**src/rtl/store_narrow.sv**
```systemverilog
// Store-side narrowing for the MEM stage: lane-replicates a register value, builds
// little-endian byte enables and runs one req/ack write with misalign/timeout checks.
module store_narrow #(
  parameter int NBITS    = 32,
  parameter int ADDRBITS = 32,
  parameter int MAXWAIT  = 16
) (
  input  logic                i_clk,
  input  logic                i_rst_n,
  input  logic                i_valid,
  input  logic [ADDRBITS-1:0] i_addr,
  input  logic [NBITS-1:0]    i_data,
  input  logic [1:0]          i_size,
  output logic                o_ready,
  output logic                o_stall,
  output logic                o_mem_req,
  output logic [ADDRBITS-1:0] o_mem_addr,
  output logic [NBITS-1:0]    o_mem_wdata,
  output logic [3:0]          o_mem_be,
  input  logic                i_mem_ack,
  output logic                o_done,
  output logic                o_misalign,
  output logic                o_timeout
);

  localparam int CW = $clog2(MAXWAIT) + 1;

  typedef enum logic [1:0] {
    IDLE = 2'd0,
    REQ  = 2'd1,
    DONE = 2'd2,
    ERR  = 2'd3
  } state_t;

  state_t              r_state;
  logic [CW-1:0]       r_cnt;
  logic                r_req;
  logic [ADDRBITS-1:0] r_addr;
  logic [NBITS-1:0]    r_wdata;
  logic [3:0]          r_be;
  logic                r_done;
  logic                r_misalign;
  logic                r_timeout;

  logic                w_bad;
  logic [NBITS-1:0]    w_wdata;
  logic [3:0]          w_be;

  // Decode of the incoming request; only ever feeds the registers below.
  always_comb begin
    w_bad   = 1'b0;
    w_wdata = i_data;
    w_be    = 4'b0000;
    case (i_size)
      2'b00: begin
        w_wdata = {4{i_data[7:0]}};
        w_be    = 4'b0001 << i_addr[1:0];
      end
      2'b01: begin
        w_wdata = {2{i_data[15:0]}};
        w_be    = i_addr[1] ? 4'b1100 : 4'b0011;
        w_bad   = i_addr[0];
      end
      2'b10: begin
        w_be    = 4'b1111;
        w_bad   = |i_addr[1:0];
      end
      default: w_bad = 1'b1;
    endcase
  end

  always_ff @(posedge i_clk or negedge i_rst_n) begin
    if (!i_rst_n) begin
      r_state    <= IDLE;
      r_cnt      <= '0;
      r_req      <= 1'b0;
      r_addr     <= '0;
      r_wdata    <= '0;
      r_be       <= 4'b0000;
      r_done     <= 1'b0;
      r_misalign <= 1'b0;
      r_timeout  <= 1'b0;
    end else begin
      case (r_state)
        IDLE: begin
          if (i_valid) begin
            if (w_bad) begin
              r_state    <= ERR;
              r_misalign <= 1'b1;
            end else begin
              r_state <= REQ;
              r_req   <= 1'b1;
              r_cnt   <= '0;
              r_addr  <= {i_addr[ADDRBITS-1:2], 2'b00};
              r_wdata <= w_wdata;
              r_be    <= w_be;
            end
          end
        end
        REQ: begin
          r_cnt <= r_cnt + CW'(1);
          // Ack wins over an expiring count on the same edge.
          if (i_mem_ack) begin
            r_state <= DONE;
            r_req   <= 1'b0;
            r_done  <= 1'b1;
          end else if (r_cnt == CW'(MAXWAIT - 1)) begin
            r_state   <= ERR;
            r_req     <= 1'b0;
            r_timeout <= 1'b1;
          end
        end
        default: begin
          r_state    <= IDLE;
          r_done     <= 1'b0;
          r_misalign <= 1'b0;
          r_timeout  <= 1'b0;
          r_be       <= 4'b0000;
        end
      endcase
    end
  end

  assign o_ready     = (r_state == IDLE);
  assign o_stall     = (r_state != IDLE);
  assign o_mem_req   = r_req;
  assign o_mem_addr  = r_addr;
  assign o_mem_wdata = r_wdata;
  assign o_mem_be    = r_be;
  assign o_done      = r_done;
  assign o_misalign  = r_misalign;
  assign o_timeout   = r_timeout;

endmodule

```
**config.mk**
```make
export PLATFORM = sky130hd
export DESIGN_NAME = store_narrow
export DESIGN_NICKNAME = d
export VERILOG_FILES = /design/src/rtl/store_narrow.sv
export SDC_FILE = /design/constraint.sdc
export NUM_CORES = 1
export LEC_CHECK = 0
export ABC_CLOCK_PERIOD_IN_PS = 1770
export BUFFER_PORTS_ARGS = -buffer_cell sky130_fd_sc_hd__buf_2
export CAP_MARGIN = 10
export CORE_UTILIZATION = 49
export CTS_CLUSTER_SIZE = 30
export DETAILED_ROUTE_END_ITERATION = 12
export PLACE_DENSITY = 0.8
export SYNTH_ARGS = -nofsm -noshare
export SYNTH_HDL_FRONTEND = slang
export SYNTH_SLANG_ARGS = --single-unit
```
**constraint.sdc**
```tcl
create_clock -name i_clk -period 1.77 [get_ports i_clk]
set_input_delay 0.0885 -clock i_clk [delete_from_list [all_inputs] [get_ports i_clk]]
set_output_delay 0.0885 -clock i_clk [all_outputs]
set_load 0.02 [all_outputs]
```
==> results.cfg <==
[pwr]
finalPower_mw = 8.427
intPower_mw = 5.188
swShare_pct = 38.43
power_frac_comb_pct = 47.5
ir_drop_uv = 804.2
p_leak_nw = 2.616
power.density_nw_per_um2 = 1689
seqPwrFrac_pct = 37.6
switchingPower_mw = 3.238
clkPwrFrac_pct = 14.9

[finish]
final_design_area_no_fill_sq_um = 4990
fillers = 550
drive_above_1_share_pct = 53.83
final_cell_count_no_fill = 543
diodes = 0
final_nets = 513
area_growth_pct = 35.88

[grt]
grt_use_total_pct = 22.66
antenna_found_initial = 0
gr-total-overflow = 0
grt_pass1_wl_microns = 13100
grt_max_degree = 38
first_global_vias = 2710

[route]
post_drt_wl_per_cell_microns = 16.01
drt_iter0_markers = 59
drcViolationCount = 0
viasPerCell = 4.971
wl_microns = 8691
drtAntennaViolNets = 0
drtPass1Iterations = 4
vias = 2699

[clock_tree]
cts.hold.buffers_added = 31
cts_tree = built
cts_max_level = 3
cts_resized = 0
path_clk_slew_ns = 0.08
cts_setup_buffers = 0
clock-sinks = 77
clk_latency_ns = 0.34
cts_root_buf = clkbuf_8
cts_buffers = 9
cts.path.max_buffers = 2

[critical_path]
crit_family = flip-flops
crit_slowest_cell = dfrtp_1
worstSetupPathType = flop to flop
critPathBufInv = 2
required_ns = 1.98
startpoint_type = flop
slowest_delay_ns = 0.38
path_cells = or2_1, inv_2, o211ai_4, buf_12, mux2_1
path_max_fanout = 37
end_kind = flop
cp.arrival_ns = 1.81

[floorplan]
rows = 31
io_pins = 144
fp.dieW_microns = 88.57
die_h_microns = 88.57
core_area_sq_um = 7253
start_util_pct = 50.63
dieArea_sq_um = 7845

[flow_run]
drv_cap = 0

[yosys]
synth_top_area_share_pct = 52.47
synth.most_common_cell = dfrtp_1
synth_area_leaders = dfrtp_1 52%, mux2_4 20%, mux2_2 6.1%
synth_compound_area_share_pct = 5.963
synth_top_family_by_area = multiplexers
synth_area_per_cell_sq_um = 14.02
synthMuxAreaShare_pct = 32.06
synth-edff-count = 0
synth_xor_area_share_pct = 0
synth_cells = 262
synthFlopType = dfrtp_1
ys_types = 36
syn_area_sq_um = 3672
yosysSeqAreaShare_pct = 52.47
synth_top_area_cell = dfrtp_1
yosys_warnings = 0
ys_seq_elements = 77
synth_common_cells = 77 x dfrtp_1, 50 x mux2_4, 20 x mux2_2
synthAdderAreaFrac_pct = 0.6814
synthArstFlopShare_pct = 100.0
synth-simple-area-share_pct = 4.429

[sta]
fin_skew_ns = 0.008285
rsz0062_at_grt = false
min_period_over_period_pct = 89.96
final_hold_viol_count = 0
setup_viol = 0
period_needed_ns = 1.592
tns_ns = 0
drv_slew = 0
fin_ws_ns = 0.1778
max_freq_mhz = 628.1

[placed_design]
portBuffers = 141
dp_hpwl_microns = 5901
place_ws_ns = 0.1895
place_area_sq_um = 4499
gp_congestion = 0.7779
dp.cells = 498

[hold_path]
hold_path_class = input pin to flop

[status]
outcome = complete, no violations
power by group through the flow:
stage	Sequential, mW	Combinational (mW)	Clock, mW
floorplan	4.11	1.69	0
global placement	3.12	3.84	0
detailed placement	3.15	3.97	0
CTS	3.15	4.02	1.30
global route	3.27	4.26	1.37
finish	3.17	4.00	1.25
layer usage:
metal  global-route usage (%)  wire (microns)  up-vias
met4                    11.29             206        0
met5                        0               0        -
met2                    39.58            4526       92
met3                    4.198             382       22
met1                    26.83            3576     1311
li1                         -               -     1274
per-stage QoR:
| step | hold slack [ns] | utilization (%) |
|---|---|---|
| final | 0.02308 | 68.79 |
| after global routing | 0.01758 | 68.79 |
| after CTS | 0.002094 | 68.79 |
| after detailed placement | 0.06450 | 62.03 |
| after global placement | 0.06498 | 62.03 |
| after floorplan | -0.2071 | - |
cells in the final DEF, fill, tap and decap left out, types with 2 or more instances in the layout:
cell type / count
dlygate4sd3_1: 31
inv_1: 10
mux2_2: 20
mux2i_1: 10
a21oi_1: 4
buf_12: 2
buf_4: 10
buf_2: 140
nand2b_1: 3
conb_1: 2
ha_1: 2
clkbuf_8: 10
a221oi_1: 4
o31ai_1: 2
nor2b_1: 2
dfrtp_1: 77
clkbuf_1: 2
mux2_1: 9
o21ai_0: 13
nor2_1: 6
a22oi_1: 2
mux2_4: 50
nand2_1: 16
flip-flops by register name, summed over array words and instances (netlist names):
signal / flops
r_state: 2
o_misalign: 1
o_mem_req: 1
o_timeout: 1
o_done: 1
o_mem_addr: 30
o_mem_be: 4
o_mem_wdata: 32
r_cnt: 5
worst paths after layout:
check,from,endpoint,slack (ns),cells past startpoint
worst min-delay path,i_data[7],o_mem_wdata[7]$_DFFE_PN0P_,0.02,2
worst max register to register,r_state[1]$_DFFE_PN0P_,o_mem_addr[19]$_DFFE_PN0P_,0.18,5
worst min register to register,o_mem_addr[21]$_DFFE_PN0P_,o_mem_addr[21]$_DFFE_PN0P_,0.49,1
worst max-delay path,r_state[1]$_DFFE_PN0P_,o_mem_addr[19]$_DFFE_PN0P_,0.18,5
max in group asynchronous,i_rst_n,o_mem_wdata[13]$_DFFE_PN0P_,0.86,3
min in group asynchronous,i_rst_n,o_mem_addr[27]$_DFFE_PN0P_,0.24,2
logic make-up after synthesis:
kind of cell    after synthesis
mux                          89
flops                        77
simple gates                 34
compound gates               32
buf+inv                      27
fa+ha+maj                     2
other cells                   1
layout make-up:
type | instances | area (sq um) | area share [%]
Clock buffer | 12 | 145.1 | 2.909
Clock inverter | 2 | 35.03 | 0.7021
Inverter | 11 | 41.29 | 0.8275
Multi-Input combinational cell | 159 | 1592 | 31.90
Sequential cell | 77 | 1927 | 38.62
Tap cell | 99 | 123.9 | 2.482
Timing Repair Buffer | 183 | 1126 | 22.57
worst register-to-register path: cells and delay by family, from the launching register on:
kind | cells | cell delay (ns)
muxes | 1 | 0.37
AOI/OAI and AO/OA | 1 | 0.14
and+or+nand+nor | 1 | 0.25
DFF | 1 | 0.38
buffers and inverters | 2 | 0.33
Power figures use the tool's default switching activity.
